===== src/rtl/addsub_acc4.sv =====
// rtl/addsub_acc4.sv - burst add/subtract accumulator behind the 4-bit ripple adder/subtractor
// Optional saturation on signed overflow: define ACC_SAT_EN.
module addsub_acc4 #(
   parameter int WIDTH = 4,
   parameter int LEN_W = 3
) (
   input  logic             clk,
   input  logic             rst_n,
   input  logic             start,
   input  logic [LEN_W-1:0] len,
   input  logic             in_valid,
   output logic             in_ready,
   input  logic [WIDTH-1:0] in_data,
   input  logic             in_sub,
   output logic [WIDTH-1:0] acc_out,
   output logic             carry_out,
   output logic             ovf,
   output logic             busy,
   output logic             done
);

   localparam int MSB = WIDTH - 1;

   typedef enum logic [1:0] {
      S_IDLE = 2'd0,
      S_RUN  = 2'd1,
      S_DONE = 2'd2
   } state_t;

   state_t           state;
   state_t           state_nxt;
   logic [LEN_W-1:0] count;
   logic [WIDTH-1:0] acc_q;
   logic             carry_q;
   logic             ovf_q;

   logic             accept;
   logic [WIDTH-1:0] b_op;
   logic [WIDTH:0]   sum;
   logic             beat_ovf;
   logic [WIDTH-1:0] acc_nxt;

   assign accept   = in_valid && in_ready;
   // Subtract as add of the inverted operand with carry-in = in_sub.
   assign b_op     = in_sub ? ~in_data : in_data;
   assign sum      = {1'b0, acc_q} + {1'b0, b_op} + {{WIDTH{1'b0}}, in_sub};
   assign beat_ovf = (acc_q[MSB] == b_op[MSB]) && (sum[MSB] != acc_q[MSB]);

`ifdef ACC_SAT_EN
   always_comb begin
      acc_nxt = sum[MSB:0];
      if (beat_ovf) begin
         acc_nxt = acc_q[MSB] ? {1'b1, {MSB{1'b0}}} : {1'b0, {MSB{1'b1}}};
      end
   end
`else
   assign acc_nxt = sum[MSB:0];
`endif

   always_ff @(posedge clk or negedge rst_n) begin
      if (!rst_n) begin
         state <= S_IDLE;
      end else begin
         state <= state_nxt;
      end
   end

   always_comb begin
      state_nxt = state;
      case (state)
         S_IDLE: begin
            if (start) begin
               state_nxt = (len != '0) ? S_RUN : S_DONE;
            end
         end
         S_RUN: begin
            if (accept && (count == LEN_W'(1))) begin
               state_nxt = S_DONE;
            end
         end
         S_DONE:  state_nxt = S_IDLE;
         default: state_nxt = S_IDLE;
      endcase
   end

   always_comb begin
      in_ready = (state == S_RUN);
      busy     = (state == S_RUN);
      done     = (state == S_DONE);
   end

   always_ff @(posedge clk or negedge rst_n) begin
      if (!rst_n) begin
         acc_q   <= '0;
         carry_q <= 1'b0;
         ovf_q   <= 1'b0;
         count   <= '0;
      end else if ((state == S_IDLE) && start) begin
         acc_q   <= '0;
         carry_q <= 1'b0;
         ovf_q   <= 1'b0;
         count   <= len;
      end else if (accept) begin
         acc_q   <= acc_nxt;
         carry_q <= sum[WIDTH];
         ovf_q   <= ovf_q | beat_ovf;
         count   <= count - LEN_W'(1);
      end
   end

   assign acc_out   = acc_q;
   assign carry_out = carry_q;
   assign ovf       = ovf_q;

endmodule


===== config.mk =====
export PLATFORM = sky130hd
export DESIGN_NAME = addsub_acc4
export DESIGN_NICKNAME = d
export VERILOG_FILES = /design/src/rtl/addsub_acc4.sv
export SDC_FILE = /design/constraint.sdc
export NUM_CORES = 1
export LEC_CHECK = 0
export BUFFER_PORTS_ARGS = -buffer_cell sky130_fd_sc_hd__clkbuf_2
export CAP_MARGIN = 20
export CORE_MARGIN = 8
export CORE_UTILIZATION = 30
export CTS_BUF_LIST = sky130_fd_sc_hd__clkbuf_8
export DETAILED_ROUTE_END_ITERATION = 8
export GPL_TIMING_DRIVEN = 0
export PLACE_DENSITY = 0.6
export SLEW_MARGIN = 30
export SYNTH_ARGS = -nofsm -noshare
export SYNTH_HDL_FRONTEND = slang
export SYNTH_SLANG_ARGS = --single-unit

===== constraint.sdc =====
create_clock -name clk -period 1.3 [get_ports clk]
set_input_delay 0.13 -clock clk [delete_from_list [all_inputs] [get_ports clk]]
set_output_delay 0.13 -clock clk [all_outputs]
set_load 0.03 [all_outputs]

Word level (Yosys, flattened, before mapping)
Index checks and enable logic that the tools add are counted.
{ "word_totals": {"register_bits": 11, "latchBits": 0, "ramBits": 0, "mem_bits_ro": 0, "input_bits": 12, "elab_cells": 38, "mem_count": 0} }
{ "op_classes": {"n_addsub": 3, "n_mul": 0, "div_mod_pow": 0, "n_lt_le_gt_ge": 0, "n_eq_ne": 7, "shift": 0, "muxes": 13, "n_bitwise": 2, "n_reduce_logical": 8} }
{ "op_table": {"columns": ["cell", "count"], "rows": [
  ["$mux 4", 3],
  ["$mux 2", 3],
  ["$mux 3", 2],
  ["$add 4x4->5", 1],
  ["$add 5x1->5", 1],
  ["$logic_and 1x1->1", 4],
  ["$mux 1", 4],
  ["$not 4->4", 1],
  ["$pmux 2 s2", 1],
  ["$eq 3x1->1 const B", 1],
  ["$reduce_bool 3->1", 1],
  ["$sub 3x1->3 const B", 1],
  ["$eq 2x1->1 const B", 1],
  ["$eq 2x2->1 const B", 1],
  ["$logic_not 2->1", 1],
  ["$ne 2x1->1 const B", 1],
  ["$ne 2x2->1 const B", 1],
  ["$reduce_and 2->1", 1],
  ["$reduce_bool 2->1", 1],
  ["$eq 1x1->1", 1],
  ["$ne 1x1->1", 1],
  ["$or 1x1->1", 1]
]} }

Depth between registers and ports, before layout
Gate-level depths: netlist of the first run.
{ "logic_depth": {"ltp_word": 9, "ltp_mapped": 6} }

Worst setup path after synthesis of the first run
Ideal clock, no wire load.
{ "synth_path": {"path_kind": "register to register", "startpoint": "register acc_q[0], in the netlist acc_out[0]", "endpoint": "register acc_q[2], in the netlist acc_out[2]", "t_arrival_ns": 1.432, "t_required_ns": 1.179, "setup_slack_ns": -0.253, "stages_incl_launch_ff": 5, "n_path_buf": 0, "synth_period_minus_slack_ns": 1.553, "path_cell_list": "dfrtp_1 > mux2i_1 > fa_1 > xnor2_1 > a22o_1"} }
{ "synth_between": {"elab_chain_len": 4} }
{ "synth_lines": {"columns": ["element", "line", "text"], "rows": [
  ["start, declared", "33", "logic [WIDTH-1:0] acc_q;"],
  ["start signal, assigned", "104", "acc_q <= acc_nxt;"],
  ["$add 4x4->5", "46", "assign sum = {1'b0, acc_q} + {1'b0, b_op} + {{WIDTH{1'b0}}, in_sub};"],
  ["$add 5x1->5", "46", null],
  ["$mux 4", "103", "end else if (accept) begin"],
  ["$mux 4", "98", "end else if ((state == S_IDLE) && start) begin"]
]} }
No other way between the ends. The select of a mux whose other input is x is not followed.
A chain may end at the register's enable or synchronous reset.

Worst setup path after layout of the first run
{ "layout_path": {"startpoint": "register state[1]", "endpoint": "register count[2]"} }
{ "layout_between": {"elab_chain_len": 3, "elab_cells_between_ends": 6, "classes_between": "eq/ne: 1; mux: 1; reduce/logical: 4"} }
{ "layout_lines": {"columns": ["element", "line", "text"], "rows": [
  ["start, declared", "30", "state_t state;"],
  ["start signal, assigned", "64", "state <= state_nxt;"],
  ["$eq 2x1->1 or $logic_not 2->1 (tied branches)", "87, 98", null],
  ["$logic_and 1x1->1, on equally long branches", "43, 98", null],
  ["$reduce_bool 2->1 (no line) or $mux 3 (tied branches)", null, null],
  ["end signal, assigned", "102", "count <= len;"],
  ["end signal, assigned", "107", "count <= count - LEN_W'(1);"],
  ["end, declared", "32", "logic [LEN_W-1:0] count;"]
]} }
Several ways; a longest one is shown, not always the timed one.

==> impl_results.md, run 1 <==
- Status: complete, but fails checks
- Failing checks: negative setup slack
- Initial Utilization: 31.0%
- Clock sinks: 11
- HP Class: primary input to register
- Core area: 2410 µm²
- Via/cell ratio: just under 5
- I/O Pins: 21
- Clk buf depth: 2
- Clk_lat worst skew: around 0.24 ns
- Top FF cell, synth: dfrtp_1
- Root Driver: clkbuf_8
- Die Y: between 60 and 70 µm
- Synth cell types: 33
- Sequential cell area fraction in the yosys report: 36.8%
- Final setup fails: 2
- Gpl congestion: 0.737
- Share of the synthesized area in the top cell type: 36.8%
- Total GRT Usage: under 10%
- Commonest non-fill, non-tap cell in the layout: clkbuf_2
- Antenna cell count: 0
- Drt first pass iters: 4
- CP Class: register to register
- Setup_tns: -0.0112 ns
- Drt drc: 0
- Pwr/cell area: between 2000 and 2500 nW/µm²
- Crit share post-route: 101%
- Row count: 18
- Max transition margin: between 70% and 80%
- RSZ-0062 raised after global routing: yes
- WP data arrival: 1.43 ns
- Routed WL: 1830 µm
- FF/Latch Area: between 200 and 300 µm²
- Crit end category: register
- First-pass GRT wire length: 3140 µm
- H-tree levels: 1
- Initial antenna violation count: 0
- Most frequent cells in the layout: clkbuf_2, buf_4, dfrtp_1
- Final nets: around 120
- Post-route setup slack: -0.00720 ns
- PortBufs: 20
- R2R Setup Slk: -0.007 ns
- CTS clk-pin slew, worst paths: 0.06 ns
- Count of final max-slew check failures: 0
- 1st-iter DRT viols: 18
- Largest net degree at the start of global routing: 12
- Critical path peak fanout: 10
- Multi-input logic area: ~510 µm²
- Vias post-DR: 665
- Synthesized flop and latch total: 11
- Post-synthesis cell count: 72
- Skew final: 0.00148 ns
- Final instance area: 1100 µm²
- Max Cap Viol: 0
- Synth area leaders: dfrtp_1, ha_1, xor2_1
- Layout area overhead: 47.3%
- Fmax achieved: 0.765 GHz
- Number of fill cells: 230
- Syn nets: 90
- TritonCTS buffer count: 3
- Die Area: 4350 µm²
- Post-synth ARST share: 100%
- WP data required: 1.42 ns
- Tmin final: approximately 1.3 ns
- CTS tree: done
- Ys Warns: 0
- Post-DP Area: ~960 µm²
- Layout cells sized above 1: 50.5%
- CP Launch Type: register
- WL/cell: 13.5 µm
- Slew @ Worst Pin: roughly 0.31 ns
- Mapped Area: around 750 µm²
- Pleak: 0.516 nW
- Final HPWL DP: 1350 µm
- Antenna Nets Post-Route: 0
- Final Hold Viols: 0
- GRT overflow: 0
- Chip width: 65.9 µm
- Cell accounting for the most synthesized area: dfrtp_1
- Vias in the first global route: 679
- Avg Cell Area, Syn: 10.4 µm²
- Number of flops mapped to enable cells by yosys: 0
- Peak supply drop: 1.30 mV
[layer usage]
layer	up-vias	share of wire (%)	global-route usage, %
met2	14	48	14.5
li1	331	-	-
met3	2	4.1	2.54
met4	0	0.99	4.80
met1	318	47	11.3
met5	-	0	0
[sequential cells by signal, indices dropped and copies added (netlist names)]
register,count
acc_out,4
count,3
state,2
carry_out,1
ovf,1
[worst max-delay path: stages (launching register included)]
cell and delay, ns:
dfrtp_1 0.37, buf_6 0.14, nor3b_4 0.27, mux2i_1 0.11, a221o_1 0.29
[Yosys cell counts (2+ instances only)]
cell type / number
dfrtp_1: 11
ha_1: 5
inv_1: 5
nor2_1: 5
a21oi_1: 4
xor2_1: 4
a221o_1: 3
nand2_1: 3
and3b_1: 2
buf_4: 2
mux2i_1: 2
nand2b_1: 2
nand3_1: 2
o2111ai_1: 2
o211ai_1: 2
[worst paths after layout]
path,from,endpoint,depth (start not counted)
max in group asynchronous,rst_n,acc_out[2],2
hold / removal,len[2],count[2],2
min in group asynchronous,rst_n,state[0],2
setup reg to reg,state[1],count[2],4
setup / recovery,state[1],count[2],4
hold reg to reg,ovf,ovf,2
[final cells by class]
cell class,count,area share (%)
multi-input combinational,53,46.3
timing repair buffer,29,16.1
clock inverter,1,0.341
clock buffer,3,3.75
tap,30,3.41
sequential,11,25.4
buffer,3,2.72
inverter,5,1.93
[report_power, final]
group          internal [W]  switching (W)
Combinational      0.000772       0.000857
Clock              0.000208       0.000140
Sequential         0.000509       0.000127
[repair_timing]
action | CTS | global route
cloned | 1 | 0
gates resized for setup | 6 | 5
endpoints found under the setup margin | 9 | 11
pin swaps | 2 | 4
hold buffers | 1 | 0
endpoints found under the hold margin | 11 | 0
setup buffers | 6 | 1
[metrics by stage]
| stage | hold WS, ns | power [W] | util [%] | setup slack (ns) | std cells |
|---|---|---|---|---|---|
| detailed placement | 0.0366 | 0.00204 | 39.9 | -0.138 | 122 |
| CTS | 0.140 | 0.00256 | 44.9 | -0.00228 | 134 |
| global route | 0.156 | 0.00282 | 45.7 | -0.0728 | 135 |
| finish | 0.140 | 0.00261 | 45.7 | -0.00720 | 135 |
| global placement | 0.0299 | 0.00202 | 39.9 | -0.133 | 122 |
| floorplan | -0.166 | 0.00172 | - | -0.0467 | 72 |
[kinds of logic after synthesis]
logic type | count (synthesis) | share of synthesized area, %
muxes | 2 | 2.68
adders and majority gates | 6 | 11.0
and+or+nand+nor | 24 | 21.4
AOI/OAI and AO/OA | 16 | 16.2
DFF | 11 | 36.8
buffers and inverters | 8 | 6.02
xor gates and xnor gates | 5 | 5.85
No activity file was read; power rests on OpenSTA's default activity.
==> run 2, diff against run 1 <==
- SKIP_CTS_REPAIR_TIMING: default -> 1
==> run 2 against run 1 <==
  * The flow still finishes with violations (negative setup slack)
  * Die area unchanged
  * Wire length decreased by 1.4%
  * Sequential power increased by 1%
  * Non-clock buffer count decreased by 2
  * Total power decreased by 5.2%
  * Hold slack about the same
  * Count of clock-buffer cells in the layout unchanged
  * Global-route usage decreased by 0.31 points
  * Combinational power decreased by 9%
  * Sequential share of layout area increased by 0.83 points
  * Register-to-register slack got worse by 0.07 ns
  * Critical endpoint unchanged
  * Highest routed layer unchanged
==> impl_results.md, run 2 (same netlist as run 1, synthesis figures left out) <==
- Status: complete, but fails checks
- Failing checks: negative setup slack
- Chip width: 65.9 µm (unchanged)
- Gpl congestion: 0.737 (unchanged)
- Layout cells sized above 1: 44.7% (-5.8 points)
- Count of final max-slew check failures: 0 (unchanged)
- Max reg flops: 4 (unchanged)
- Comb power frac: 59.9% (-2.4 points)
- Sw Ratio: 43.4% (+0.35 points)
- Post-route setup slack: -0.0725 ns (-0.0653 ns)
- Tot Pwr: 0.00248 W (-5.2%)
- Pwr/cell area: 2320 nW/µm² (-2.0%)
- Clk buf depth: 2 (unchanged)
- Vias in the first global route: 649 (-4.4%)
- R2R Setup Slk: -0.07 ns (-0.07 ns)
- Crit share post-route: 106% (+5.0 points)
- Worst hold stages: 2 (unchanged)
- CP Launch Type: register
- Crit end category: register
- Die Y: 65.9 µm (unchanged)
- Via/cell ratio: 4.95 (+0.59%)
- Worst path max stage delay: 0.37 ns (about the same)
- Total GRT Usage: 8.96% (-0.31 points)
- Dpl ws: -0.138 ns (unchanged)
- Critical path cell sequence: buf_6, nor3b_4, mux2i_1, a221o_1
- Clock sinks: 11 (unchanged)
- Top sig layer: met4
- Max Cap Viol: 0 (unchanged)
- Largest net degree at the start of global routing: 12 (unchanged)
- Final Hold Viols: 0 (unchanged)
- WP data required: 1.42 ns (about the same)
- Final cell count without fillers: 133 (-1.5%)
- Row count: 18 (unchanged)
- First-pass GRT wire length: 3040 µm (-3.1%)
- WP data arrival: 1.50 ns (+0.07 ns)
- Final nets: 122 (-1.6%)
- Fmax achieved: 0.729 GHz (-4.8%)
- Placed cell count: 122 (unchanged)
- 1st-iter DRT viols: 23 (+5)
- Die Area: 4350 µm² (unchanged)
- Vias post-DR: 659 (-0.90%)
- Clock share of power: 14.0% (+0.7 points)
- HP Class: primary input to register
- Met2 WL post-DR: 864 µm (-1.9%)
- Met1 wire length: 837 µm (-1.8%)
- Core area: 2410 µm² (unchanged)
- Slew @ Worst Pin: 0.323 ns (+0.00848 ns)
- Layout area overhead: 42.6%
- Initial Utilization: 31.0% (unchanged)
- CP Class: register to register
- Max transition margin: 78.4% (-0.43 points)
- Sw Pwr: 0.00107 W (-4.4%)
- CTS clk-pin slew, worst paths: 0.05 ns (about the same)
- Final HPWL DP: 1350 µm (unchanged)
- Pleak: 0.501 nW (-2.7%)
- Post-layout util: 44.3% (-1.5 points)
- Critical path peak fanout: 8 (-2)
- Critical-path top delay cell: dfrtp_1
- Antenna Nets Post-Route: 0 (unchanged)
- TritonCTS buffer count: 3 (unchanged)
- Tmin final: 1.37 ns (+0.0653 ns)
- RSZ-0062 raised after global routing: yes
- Critical path buffers and inverters: 1 (unchanged)
- Met3 wire length: 81 µm (+8.0%)
- H-tree levels: 1 (unchanged)
- Antenna cell count: 0 (unchanged)
- Family with the most delay on the worst path: flip-flops
- Commonest non-fill, non-tap cell in the layout: clkbuf_2
- Drt first pass iters: 4 (unchanged)
- Skew final: 0.000629 ns (-0.000851 ns)
- Peak supply drop: 1.17 mV (-9.8%)
- Most frequent cells in the layout: clkbuf_2, buf_4, dfrtp_1
- Cell-internal power: 0.00140 W (-5.7%)
- Clk_lat worst skew: 0.24 ns (about the same)
- WL/cell: 13.5 µm (+0.11%)
- Initial antenna violation count: 0 (unchanged)
- FF-to-FF path depth: 4 (unchanged)
- Stages on worst setup path: 4 (unchanged)
- GRT overflow: 0 (unchanged)
- Root Driver: clkbuf_8
- Drt drc: 0 (unchanged)
- PortBufs: 20 (unchanged)
- Sequential share of power: 26.0% (+1.7 points)
- I/O Pins: 21 (unchanged)
- Routed WL: 1800 µm (-1.4%)
- Final setup fails: 8 (+6)
- CTS tree: done
## run 2: path summary, 6_finish.rpt
| kind | start | end |
|---|---|---|
| min reg2reg | ovf | ovf |
| max in group asynchronous | rst_n | acc_out[2] |
| max | state[1] | count[2] |
| max reg2reg | state[1] | count[2] |
| min | len[2] | count[2] |
| min in group asynchronous | rst_n | state[0] |
## run 2: metrics by stage
step | TNS, ns | hold slack [ns] | cell area [µm²]
after global routing | -0.858 | 0.156 | 1070
final | -0.285 | 0.140 | 1070
after global placement | -0.653 | 0.0299 | 961
after floorplan | -0.0683 | -0.166 | 823
after CTS | -0.472 | -0.219 | 1010
after detailed placement | -0.775 | 0.0366 | 961
## run 2: cell type report
| cell class | count | area (µm²) |
|---|---|---|
| buffer | 3 | 30.0 |
| clock buffer | 3 | 41.3 |
| clock inverter | 1 | 3.75 |
| fill | 236 | 1340 |
| inverter | 5 | 18.8 |
| multi-input combinational | 53 | 498 |
| sequential | 11 | 280 |
| tap | 30 | 37.5 |
| timing repair buffer | 27 | 158 |
## run 2: power by group through the flow
stage,Combinational (W),Sequential (W),Clock [W]
6_report,0.00149,0.000645,0.000348
4_1_cts,0.00140,0.000645,0.000354
3_5_place_dp,0.00139,0.000651,0
2_1_floorplan,0.000931,0.000788,0
5_1_grt,0.00164,0.000676,0.000371
3_3_place_gp,0.00138,0.000644,0
## run 2: routing by layer
metal | vias to the layer above | global-route usage [%]
li1 | 326 | -
met1 | 315 | 10.6
met2 | 16 | 14.3
met3 | 2 | 2.54
met4 | 0 | 4.80
met5 | - | 0
## run 2: worst reg2reg max path, stage by stage, from the launching register on
cell and delay, ns:
dfrtp_1 0.37, buf_6 0.14, nor3b_4 0.33, mux2i_1 0.13, a221o_1 0.30
==> run 3, diff against run 2 <==
- RECOVER_POWER: default -> 100
==> run 3 against run 2 <==
  * The run still ends with negative setup slack left
  * Critical path type unchanged
  * Sequential power about the same
  * Via count up 0.30%
  * Sequential cell count unchanged
  * Cell area down 0.82%
  * Setup slack unchanged
  * Wire length down 0.11%
  * Non-clock buffer count unchanged
  * Fmax unchanged
  * Clock skew about the same
  * Sequential share of layout area up 0.22 points
  * Total power down 0.87%
==> impl_results.md, run 3 (same netlist as run 1, synthesis figures left out) <==
- Status: complete, but fails checks
- Failing checks: negative setup slack
- HP Class: primary input to register
- PortBufs: 20 (unchanged)
- Tmin final: 1.37 ns (unchanged)
- Crit share post-route: 106% (unchanged)
- Row count: 18 (unchanged)
- CP Class: register to register
- Sequential share of power: 26.3% (+0.3 points)
- Initial antenna violation count: 0 (unchanged)
- Final Hold Viols: 0 (unchanged)
- 1st-iter DRT viols: 22 (-4.3%)
- Pwr/cell area: 2320 nW/µm² (about the same)
- Setup_tns: -0.279 ns (+0.00604 ns)
- WP data required: 1.42 ns (about the same)
- Root Driver: clkbuf_8
- WP data arrival: 1.50 ns (about the same)
- Sw Pwr: 0.00107 W (about the same)
- Clock share of power: 14.2% (+0.2 points)
- Total GRT Usage: 8.96% (unchanged)
- Chip width: 65.9 µm (unchanged)
- Clk_lat worst skew: 0.24 ns (about the same)
- H-tree levels: 1 (unchanged)
- Critical path buffers and inverters: 1 (unchanged)
- Fmax achieved: 0.729 GHz (unchanged)
- Dpl ws: -0.138 ns (unchanged)
- Max reg flops: 4 (unchanged)
- Vias post-DR: 661 (+0.30%)
- CTS clk-pin slew, worst paths: 0.05 ns (about the same)
- Slew @ Worst Pin: 0.637 ns (+0.314 ns)
- Die Y: 65.9 µm (unchanged)
- First-pass GRT wire length: 3040 µm (unchanged)
- Worst path max stage delay: 0.37 ns (about the same)
- Routed WL: 1800 µm (-0.11%)
- Comb power frac: 59.6% (-0.3 points)
- Die Area: 4350 µm² (unchanged)
- Antenna Nets Post-Route: 0 (unchanged)
- Post-DP Area: 961 µm² (unchanged)
- CP Launch Type: register
- Most frequent cells in the layout: clkbuf_2, buf_4, dfrtp_1, clkbuf_1, inv_1
- Final nets: 122 (unchanged)
- Clk buf depth: 2 (unchanged)
- R2R Setup Slk: -0.07 ns (about the same)
- Critical path cell sequence: buf_6, nor3b_4, mux2i_1, a221o_1
- Pleak: 0.479 nW (-4.4%)
- GRT overflow: 0 (unchanged)
- Final setup fails: 8 (unchanged)
- Layout area overhead: 41.5%
- Vias in the first global route: 649 (unchanged)
- Skew final: 0.000638 ns (+0.00000930 ns)
- Hold slack final: 0.140 ns (unchanged)
- Drt first pass iters: 4 (unchanged)
- Crit end category: register
- Peak supply drop: 1.17 mV (-0.31%)
- Final instance area: 1060 µm² (-0.82%)
- Sw Ratio: 43.7% (+0.36 points)
- Core area: 2410 µm² (unchanged)
- Largest net degree at the start of global routing: 12 (unchanged)
- Initial Utilization: 31.0% (unchanged)
- Family with the most delay on the worst path: flip-flops
- Via/cell ratio: 4.97 (+0.30%)
- Post-route setup slack: -0.0725 ns (unchanged)
- I/O Pins: 21 (unchanged)
- Max transition margin: 57.5% (-21 points)
- Critical path peak fanout: 8 (unchanged)
- Commonest non-fill, non-tap cell in the layout: clkbuf_2
- Count of final max-slew check failures: 0 (unchanged)
- CTS tree: done
- Max Cap Viol: 0 (unchanged)
- Gpl congestion: 0.737 (unchanged)
- Critical-path top delay cell: dfrtp_1
- WL/cell: 13.5 µm (-0.11%)
- RSZ-0062 raised after global routing: yes
- TritonCTS buffer count: 3 (unchanged)
- Final HPWL DP: 1350 µm (unchanged)
- Cell-internal power: 0.00138 W (-1.5%)
- Antenna cell count: 0 (unchanged)
- Drt drc: 0 (unchanged)
- Layout cells sized above 1: 37.9% (-6.8 points)
- Clock sinks: 11 (unchanged)
run 3: path summary, 6_finish.rpt:
check | from | to | cells past startpoint
worst min register to register | ovf | ovf | 2
max in group asynchronous | rst_n | acc_out[2] | 2
worst max register to register | state[1] | count[2] | 4
min in group asynchronous | rst_n | state[0] | 2
worst max-delay path | state[1] | count[2] | 4
worst min-delay path | len[2] | count[2] | 2
run 3: per-stage QoR:
stage	std cells	utilization (%)	power (W)
2_1_floorplan	72	-	0.00172
3_3_place_gp	122	39.9	0.00202
3_5_place_dp	122	39.9	0.00204
4_1_cts	126	41.7	0.00240
5_1_grt	133	43.9	0.00267
6_report	133	43.9	0.00246
run 3: per-layer routing:
metal	global-route usage (%)	vias to the layer above	share of wire (%)
met5	0	-	0
met4	4.80	0	1.0
met3	2.54	2	4.6
met2	14.3	18	48
met1	10.6	314	46
li1	-	327	-
run 3: layout make-up:
| cell class | count | area, µm² |
|---|---|---|
| inverters | 5 | 18.8 |
| clock inverters | 1 | 3.75 |
| well taps | 30 | 37.5 |
| multi-input cells | 53 | 498 |
| clock buffers | 3 | 41.3 |
| plain buffers | 3 | 30.0 |
| repair buffers | 27 | 149 |
| fillers | 233 | 1350 |
| flip-flops and latches | 11 | 280 |
run 3: power by group through the flow:
stage,Combinational [W],Sequential (W),Clock [W]
2_1_floorplan,0.000931,0.000788,0
3_3_place_gp,0.00138,0.000644,0
3_5_place_dp,0.00139,0.000651,0
4_1_cts,0.00140,0.000645,0.000354
5_1_grt,0.00162,0.000674,0.000371
6_report,0.00146,0.000645,0.000348
